## src/rtl/bicubic_job_sched.sv

```systemverilog
// bicubic_job_sched: job queue, parameter range check and single-job launcher
// for the Bicubic upscaling engine. The engine is held in reset between jobs,
// released with stable parameters, and a tagged completion record is returned.
// Optional RUN-state watchdog: define BICUBIC_SCHED_TIMEOUT_EN to enable it.
module bicubic_job_sched #(
  parameter int unsigned DEPTH       = 4,
  parameter logic [15:0] TIMEOUT_CYC = 16'd40000,
  parameter int unsigned IMG_W       = 100
) (
  input  logic        i_clk,
  input  logic        i_rst_n,
  input  logic        i_req_valid,
  output logic        o_req_ready,
  input  logic [1:0]  i_req_id,
  input  logic [6:0]  i_req_v0,
  input  logic [6:0]  i_req_h0,
  input  logic [4:0]  i_req_sw,
  input  logic [4:0]  i_req_sh,
  input  logic [5:0]  i_req_tw,
  input  logic [5:0]  i_req_th,
  output logic        o_eng_rst,
  output logic [6:0]  o_v0,
  output logic [6:0]  o_h0,
  output logic [4:0]  o_sw,
  output logic [4:0]  o_sh,
  output logic [5:0]  o_tw,
  output logic [5:0]  o_th,
  input  logic        i_eng_done,
  output logic        o_cpl_valid,
  input  logic        i_cpl_ready,
  output logic [1:0]  o_cpl_id,
  output logic [1:0]  o_cpl_err,
  output logic [15:0] o_cpl_cyc,
  output logic        o_busy
);

  localparam int unsigned AW    = $clog2(DEPTH);
  localparam int unsigned CW    = AW + 1;
  localparam logic [7:0]  W_LIM = 8'(IMG_W - 1);

  localparam logic [1:0] ERR_OK    = 2'b00;
  localparam logic [1:0] ERR_PARAM = 2'b01;
`ifdef BICUBIC_SCHED_TIMEOUT_EN
  localparam logic [1:0] ERR_TMO   = 2'b10;
`endif

  typedef struct packed {
    logic [1:0] id;
    logic [6:0] v0;
    logic [6:0] h0;
    logic [4:0] sw;
    logic [4:0] sh;
    logic [5:0] tw;
    logic [5:0] th;
  } job_t;

  typedef enum logic [2:0] {
    S_IDLE,
    S_LOAD,
    S_RSTE,
    S_RUN,
    S_CPL
  } state_t;

  job_t          r_q [DEPTH];
  logic [AW-1:0] r_wr_ptr;
  logic [AW-1:0] r_rd_ptr;
  logic [CW-1:0] r_count;
  job_t          r_job;

  state_t        r_state;
  state_t        w_state_nxt;
  logic          r_eng_rst;
  logic          r_cpl_valid;
  logic [1:0]    r_cpl_id;
  logic [1:0]    r_cpl_err;
  logic [15:0]   r_cpl_cyc;
  logic [15:0]   r_run_cyc;
  logic          r_rste_cnt;

  logic          w_push;
  logic          w_pop;
  job_t          w_req_job;
  job_t          w_head;
  logic [7:0]    w_h_end;
  logic [7:0]    w_v_end;
  logic          w_params_ok;
  logic [15:0]   w_cyc_inc;
  logic          w_eng_rst_nxt;
  logic          w_cpl_valid_nxt;
  logic [1:0]    w_cpl_id_nxt;
  logic [1:0]    w_cpl_err_nxt;
  logic [15:0]   w_cpl_cyc_nxt;
  logic [15:0]   w_run_cyc_nxt;
  logic          w_rste_cnt_nxt;

`ifndef BICUBIC_SCHED_TIMEOUT_EN
  logic          w_unused_tmo;
  assign w_unused_tmo = ^TIMEOUT_CYC;
`endif

  assign o_req_ready = (r_count != CW'(DEPTH)) & i_rst_n;
  assign w_push      = i_req_valid & o_req_ready;
  assign w_req_job   = {i_req_id, i_req_v0, i_req_h0, i_req_sw, i_req_sh, i_req_tw, i_req_th};
  assign w_head      = r_q[r_rd_ptr];

  assign o_eng_rst   = r_eng_rst;
  assign o_v0        = r_job.v0;
  assign o_h0        = r_job.h0;
  assign o_sw        = r_job.sw;
  assign o_sh        = r_job.sh;
  assign o_tw        = r_job.tw;
  assign o_th        = r_job.th;
  assign o_cpl_valid = r_cpl_valid;
  assign o_cpl_id    = r_cpl_id;
  assign o_cpl_err   = r_cpl_err;
  assign o_cpl_cyc   = r_cpl_cyc;
  assign o_busy      = (r_state != S_IDLE) || (r_count != '0);

  // Window end sums at 8 bits; 7-bit origin plus 5-bit size cannot overflow.
  assign w_h_end     = 8'(r_job.h0) + 8'(r_job.sw);
  assign w_v_end     = 8'(r_job.v0) + 8'(r_job.sh);
  assign w_params_ok = (r_job.sw >= 5'd2) && (r_job.sh >= 5'd2) &&
                       (r_job.tw >= 6'd2) && (r_job.th >= 6'd2) &&
                       (r_job.h0 >= 7'd2) && (r_job.v0 >= 7'd2) &&
                       (w_h_end <= W_LIM) && (w_v_end <= W_LIM);

  assign w_cyc_inc   = (r_run_cyc == 16'hFFFF) ? 16'hFFFF : r_run_cyc + 16'd1;

  // Queue storage; contents are don't-care while empty so no reset is needed.
  always_ff @(posedge i_clk) begin
    if (w_push) begin
      r_q[r_wr_ptr] <= w_req_job;
    end
  end

  // Queue pointers and occupancy; reset flushes any queued jobs.
  always_ff @(posedge i_clk) begin
    if (!i_rst_n) begin
      r_wr_ptr <= '0;
      r_rd_ptr <= '0;
      r_count  <= '0;
    end else begin
      if (w_push) begin
        r_wr_ptr <= r_wr_ptr + AW'(1);
      end
      if (w_pop) begin
        r_rd_ptr <= r_rd_ptr + AW'(1);
      end
      case ({w_push, w_pop})
        2'b10:   r_count <= r_count + CW'(1);
        2'b01:   r_count <= r_count - CW'(1);
        default: r_count <= r_count;
      endcase
    end
  end

  // Parameter registers: loaded only when a job is popped, held otherwise.
  always_ff @(posedge i_clk) begin
    if (!i_rst_n) begin
      r_job <= '0;
    end else if (w_pop) begin
      r_job <= w_head;
    end
  end

  // FSM state register.
  always_ff @(posedge i_clk) begin
    if (!i_rst_n) begin
      r_state <= S_IDLE;
    end else begin
      r_state <= w_state_nxt;
    end
  end

  // Next-state, engine reset and completion record logic.
  always_comb begin
    w_state_nxt     = r_state;
    w_pop           = 1'b0;
    w_eng_rst_nxt   = 1'b1;
    w_cpl_valid_nxt = 1'b0;
    w_cpl_id_nxt    = r_cpl_id;
    w_cpl_err_nxt   = r_cpl_err;
    w_cpl_cyc_nxt   = r_cpl_cyc;
    w_run_cyc_nxt   = r_run_cyc;
    w_rste_cnt_nxt  = r_rste_cnt;
    case (r_state)
      S_IDLE: begin
        if (r_count != '0) begin
          w_pop       = 1'b1;
          w_state_nxt = S_LOAD;
        end
      end
      S_LOAD: begin
        if (!w_params_ok) begin
          w_cpl_valid_nxt = 1'b1;
          w_cpl_id_nxt    = r_job.id;
          w_cpl_err_nxt   = ERR_PARAM;
          w_cpl_cyc_nxt   = 16'd0;
          w_state_nxt     = S_CPL;
        end else begin
          w_rste_cnt_nxt  = 1'b0;
          w_state_nxt     = S_RSTE;
        end
      end
      S_RSTE: begin
        if (r_rste_cnt) begin
          w_eng_rst_nxt  = 1'b0;
          w_run_cyc_nxt  = 16'd0;
          w_state_nxt    = S_RUN;
        end else begin
          w_rste_cnt_nxt = 1'b1;
        end
      end
      S_RUN: begin
        w_eng_rst_nxt = 1'b0;
        w_run_cyc_nxt = w_cyc_inc;
        if (i_eng_done) begin
          w_eng_rst_nxt   = 1'b1;
          w_cpl_valid_nxt = 1'b1;
          w_cpl_id_nxt    = r_job.id;
          w_cpl_err_nxt   = ERR_OK;
          w_cpl_cyc_nxt   = w_cyc_inc;
          w_state_nxt     = S_CPL;
        end
`ifdef BICUBIC_SCHED_TIMEOUT_EN
        else if (w_cyc_inc == TIMEOUT_CYC) begin
          w_eng_rst_nxt   = 1'b1;
          w_cpl_valid_nxt = 1'b1;
          w_cpl_id_nxt    = r_job.id;
          w_cpl_err_nxt   = ERR_TMO;
          w_cpl_cyc_nxt   = TIMEOUT_CYC;
          w_state_nxt     = S_CPL;
        end
`endif
      end
      S_CPL: begin
        if (i_cpl_ready) begin
          w_state_nxt     = S_IDLE;
        end else begin
          w_cpl_valid_nxt = 1'b1;
        end
      end
      default: begin
        w_state_nxt = S_IDLE;
      end
    endcase
  end

  // Registered engine reset, completion record and RUN cycle counter.
  always_ff @(posedge i_clk) begin
    if (!i_rst_n) begin
      r_eng_rst   <= 1'b1;
      r_cpl_valid <= 1'b0;
      r_cpl_id    <= 2'd0;
      r_cpl_err   <= 2'd0;
      r_cpl_cyc   <= 16'd0;
      r_run_cyc   <= 16'd0;
      r_rste_cnt  <= 1'b0;
    end else begin
      r_eng_rst   <= w_eng_rst_nxt;
      r_cpl_valid <= w_cpl_valid_nxt;
      r_cpl_id    <= w_cpl_id_nxt;
      r_cpl_err   <= w_cpl_err_nxt;
      r_cpl_cyc   <= w_cpl_cyc_nxt;
      r_run_cyc   <= w_run_cyc_nxt;
      r_rste_cnt  <= w_rste_cnt_nxt;
    end
  end

endmodule

```

## config.mk

```make
export PLATFORM = sky130hd
export DESIGN_NAME = bicubic_job_sched
export DESIGN_NICKNAME = d
export VERILOG_FILES = /design/src/rtl/bicubic_job_sched.sv
export SDC_FILE = /design/constraint.sdc
export NUM_CORES = 1
export LEC_CHECK = 0
export BUFFER_PORTS_ARGS = -buffer_cell sky130_fd_sc_hd__clkbuf_2
export CORE_UTILIZATION = 41
export CTS_BUF_LIST = sky130_fd_sc_hd__clkbuf_4 sky130_fd_sc_hd__clkbuf_8
export CTS_CLUSTER_DIAMETER = 60
export DETAILED_ROUTE_END_ITERATION = 8
export GPL_ROUTABILITY_DRIVEN = 0
export SLEW_MARGIN = 5
export SYNTH_ARGS = -nofsm -noshare
export SYNTH_HDL_FRONTEND = slang
export SYNTH_SLANG_ARGS = --single-unit
```

## constraint.sdc

```tcl
create_clock -name i_clk -period 5.05 [get_ports i_clk]
set_input_delay 0.7575 -clock i_clk [delete_from_list [all_inputs] [get_ports i_clk]]
set_output_delay 0.7575 -clock i_clk [all_outputs]
set_load 0.02 [all_outputs]
```

* After elaboration in Yosys (flattened, before gate mapping)
Memories as Yosys holds them, arrays and structs flattened. A register that Yosys moved wholly into a read port is not among the register bits. Cells that the tools add are included.
Operators by class: add/sub/neg operators 7, multiply operators 0, div/mod/pow operators 0, magnitude comparators 8, eq/ne operators 14, shifts and indexed selects 0, multiplexer cells 31, bitwise logic cells 2, reduce and logical (&&, ||, !) cells 20
Operator list (number):
- $mux W16 | 4
- $pmux W16 S2 | 2
- $add A16 B1 Y16 const B | 1
- $add A7 B5 Y8 | 2
- $eq A16 B16 Y1 const B | 1
- $le A8 B7 Y1 const B | 2
- $mux W3 | 5
- $pmux W3 S5 | 1
- $ge A7 B2 Y1 const B | 2
- $ge A6 B2 Y1 const B | 2
- $ne A2 B2 Y1 const B | 6
- $ge A5 B2 Y1 const B | 2
- $mux W1 | 9
- $mux W2 | 4
- $pmux W2 S2 | 2
- $reduce_bool A2 Y1 | 4
- $logic_and A1 B1 Y1 | 7
- $eq A3 B2 Y1 const B | 2
- $pmux W3 S2 | 1
- $reduce_bool A3 Y1 | 2
- $add A2 B1 Y2 const B | 2
- $pmux W1 S2 | 2
- $reduce_and A2 Y1 | 2
- $reduce_and A4 Y1 | 1
- 13 further kinds | 14
Word-level totals: register bits 49, bits in latches 0, RAM bits 152, bits in read-only memories 0, input port bits 43, output and inout bits 60, logic and storage cells 94, memories kept 1
Memories:
- r_q | words 4, width 38, read ports 1, clocked after Yosys merged registers in 1, wr ports 1, line 65 | job_t r_q [DEPTH];

* Depth between registers and ports, before layout
depth in word-level cells 10, gate-level depth with buffers 12, depth with buffers taken out 10

* Worst setup path after synthesis
No wires, ideal clock.
kind in2reg, start input port i_rst_n, end memory r_q[0][0] (netlist bit), enable pin, setup time 399 ps, arrival 2719 ps, setup slack 1932 ps, cell stages on the path 4, path buffers 1, cells stage by stage clkbuf_1 > inv_2 > a31oi_1 > and3_1
On the way: longest elaborated chain between the ends 4
Ends and longest elaborated chain:
- from (decl) | line 11 | input logic i_rst_n,
- $and A1 B1 Y1 | line 102 | assign o_req_ready = (r_count != CW'(DEPTH)) & i_rst_n;
- named net o_req_ready | line 13 | output logic o_req_ready,
- $and A1 B1 Y1 | line 103 | assign w_push = i_req_valid & o_req_ready;
- $mux W1 | line 132 | if (w_push) begin
- $mux W1 (implied by the code) | line 133 | r_q[r_wr_ptr] <= w_req_job;
- to (decl) | line 65
The timed path passes the listed nets, and every way through them passes these cells.

* Final worst setup path
start register o_sh[3] (netlist name), end register r_cpl_cyc[3] (netlist: o_cpl_cyc[3])
On the way: longest elaborated chain between the ends 10, elaborated cells between the ends (all ways) 12, classes of those cells 1 x add/sub; 2 x order compare; 1 x eq/ne; 8 x reduce/logical
Ends and longest elaborated chain:
- branches (longest 7 deep; another with $add A7 B5 Y8)
- $logic_and A1 B1 Y1 * | line 126 | (w_h_end <= W_LIM) && (w_v_end <= W_LIM);
- $ne A2 B2 Y1 (no source line) *
- $reduce_and A3 Y1 (no source line) *
- to (signal assigned) | line 265 | r_cpl_cyc <= w_cpl_cyc_nxt;
- to (decl) | line 77 | logic [15:0] r_cpl_cyc;
Every way passes the cells marked *. A chain may end at the register's enable or synchronous reset.

==> flow_summary.toml <==
[logic_synthesis]
synth_flop_cell = "edfxtp_1"
ys_ff_latch = 238
synth.avg_cell_area_um2 = 13.0
synth_edf_count = 152
synth_cells = 757
syn_area_um2 = 9870
synth_cell_type_count = 58
synth_warnings = 0
syn_nets = 819
yosysSeqAreaShare_pct = 63.7
async_flop_share_pct = 0

[setup_path]
rr_worst_depth = 8
path_class = "flip-flop to flip-flop"
cp-start-kind = "flip-flop"
critical_path.max_fanout = 15
worstReg2RegStart = "o_sh[3]$_SDFFE_PN0P_"
required_ns = 5.52
r2r_setup_slack_ns = 1.93
crit_arrival_ns = 3.59
r2r_end = "o_cpl_cyc[3]$_SDFFE_PN0P_"
endpoint_kind = "flip-flop"

[hold_path]
hold_depth = 1
hold_path_end = "r_q[2][35]$_DFFE_PP_"
hp-start = "i_req_v0[6]"
hp-class = "primary input to flip-flop"

[sta]
finalSetupTns_ns = 0
skew_ns = 0.0243
min_period_over_period_pct = 61.8
fin_crit_ns = 3.12
rsz0062_at_grt = "no"
setup_violations = 0
worst_pin_slew_ns = 1.16
hold_slack_ns = 0.435
slew_violations = 0
setup_slack_ns = 1.93
final_hold_viol_count = 0
timing.fmax_mhz = 320
relSlewSlack_pct = 22.1

[drt]
dr.first_iter.drc_count = 373
dr_total_vias = 6012
vias_per_cell = 5.08
drcViolationCount = 0
dr.pass1.iters = 5
routed_wl_um = 20900
final_antenna_net_count = 0
drt-wirelength-per-cell_um = 17.7

[layout]
drive_above_1_share_pct = 26.6
nets = 894
syn2layout_area_growth_pct = 13.9
diodes = 0
fin_util_pct = 47.8

[die]
die_w_um = 157
coreArea_um2 = 23500
io_pins = 103
initial_core_util_pct = 41.9
die_area_um2 = 24700
rows = 56
die_h_um = 157

[clock_network]
cts.hold.buffers_added = 0
clockBufferDepth = 3
cts_buffers = 41
root_buffer = "clkbuf_8"
cts.repair.resized = 0
postCtsSetupBuffers = 0
clock_latency_ns = 0.54
path_clk_slew_ns = 0.06
htree_num_levels = 2
cts_tree = "yes"
cts_sinks = 238

[global_routing]
grt_max_degree = 73
met3_usage_pct = 5.01
track_usage_pct = 17.6
grt_pass1_vias = 5967
grt_pass1_wl_um = 32900
overflow = 0
grt.busiest_layer = "met2"
met1_usage_pct = 23.2
grt_antenna_before_repair = 1
grt_use_met2_pct = 28.0

[placed_design]
port_buffers = 101
dp_slack_ns = 1.93
hpwl_um = 12800

[power]
p_leak_uw = 0.00403
power.total_uw = 5800
power_density_nw_per_um2 = 516
peakVddDrop_v = 0.000242

[outcome]
status = "finished clean"

[run]
drv_cap = 0
[routing by layer]
layer | routed length [um] | part of all wire (%) | up-vias
met5 | 12 | 0.057 | -
met4 | 378 | 1.8 | 2
met3 | 1400 | 6.7 | 37
met2 | 9770 | 47 | 138
met1 | 9350 | 45 | 2912
li1 | - | - | 2923
[worst max path at each step]
stage / start / end / depth (start not counted)
final: o_sh[3]$_SDFFE_PN0P_ / o_cpl_cyc[3]$_SDFFE_PN0P_ / 8
after detailed placement: o_v0[3]$_SDFFE_PN0P_ / o_cpl_cyc[3]$_SDFFE_PN0P_ / 8
after global placement: o_v0[3]$_SDFFE_PN0P_ / o_cpl_cyc[3]$_SDFFE_PN0P_ / 8
after CTS: o_sh[3]$_SDFFE_PN0P_ / o_cpl_cyc[3]$_SDFFE_PN0P_ / 8
after floorplan: i_rst_n / r_q[0][0]$_DFFE_PP_ / 4
after global routing: o_sh[3]$_SDFFE_PN0P_ / o_cpl_cyc[3]$_SDFFE_PN0P_ / 8
[cells in the final DEF (no fill, tap or decap), drive strengths merged, types with 9 or more instances in the layout]
| cell | synthesis | routed |
|---|---|---|
| nand2 | 110 | 110 |
| o21ai | 22 | 22 |
| and3 | 11 | 11 |
| nand3 | 9 | 9 |
| nor2 | 29 | 29 |
| edfxtp | 152 | 152 |
| dfxtp | 86 | 86 |
| inv | 20 | 20 |
| xnor2 | 9 | 9 |
| mux4 | 38 | 38 |
| nor3 | 11 | 11 |
| clkbuf | 27 | 166 |
| a21oi | 82 | 82 |
| clkinv | 0 | 9 |
| ha | 16 | 16 |
[cell families (layout without fill, tap and decap cells)]
logic type      after synthesis  count (layout)  share of synthesized area, %
flops                       238             238                          63.7
buf+inv                      94             202                          5.16
simple gates                206             206                          9.47
compound gates              137             137                          8.10
mux                          46              46                          9.53
other cells                   1               1                        0.0380
xor+xnor                     16              16                          1.42
fa+ha+maj                    19              19                          2.64
[metrics by stage]
stage	instance area [um^2]	instances
finish	11200	1184
floorplan	9870	757
CTS	11200	1184
global placement	10400	1108
detailed placement	10400	1108
global route	11200	1184
[critical path, cell delays in order, from the launching register on]
cell and delay, ns:
dfxtp_1 0.39, ha_1 0.31, a21o_1 0.21, a221oi_1 0.40, mux2_4 0.33, o22a_2 0.23
o31ai_4 0.59, and2_4 0.38, mux2i_1 0.20
[cells in the mapped netlist, types with 3 or more instances]
library cell	number	area share [%]
nor4_1	6	0.38
nor2_1	29	1.1
a31oi_1	5	0.32
o21ai_0	17	0.86
and3_1	11	0.70
mux4_2	38	8.7
o21a_1	3	0.23
fa_1	3	0.61
dfxtp_1	86	17
inv_1	19	0.72
xor2_1	7	0.62
mux2i_1	7	0.71
nand2_1	110	4.2
xnor2_1	9	0.80
clkbuf_1	27	1.0
nand3_1	9	0.46
a21o_1	3	0.23
edfxtp_1	152	46
nand4_1	8	0.51
ha_1	16	2.0
or4_1	3	0.23
buf_1	6	0.23
o31ai_1	4	0.30
nor2b_1	3	0.19
nand2b_1	7	0.44
nor3_1	11	0.56
a21oi_1	82	4.2
o21ai_1	5	0.25
buf_4	37	2.8
[flip-flops by register name, summed over array words and instances, names as in the netlist, 5 cells and up]
name       flops
o_h0           7
o_tw           6
o_cpl_cyc     16
r_run_cyc     16
o_sw           5
r_q          152
o_v0           7
o_th           6
o_sh           5
[power breakdown]
group | total, uW | switching, uW | internal, uW
registers | 2490 | 217 | 2280
logic | 1530 | 924 | 601
clock network | 1780 | 759 | 1020
total | 5800 | 1900 | 3900
[final cells by class]
cell class                      instances  area, um^2
Clock buffer                           65         769
Clock inverter                         11        88.8
Fill cell                            2172       12300
Inverter                               20        75.1
Multi-Input combinational cell        425        3080
Sequential cell                       238        6290
Tap cell                              319         399
Timing Repair Buffer                  106         543
(Power assumes the default switching activity.)
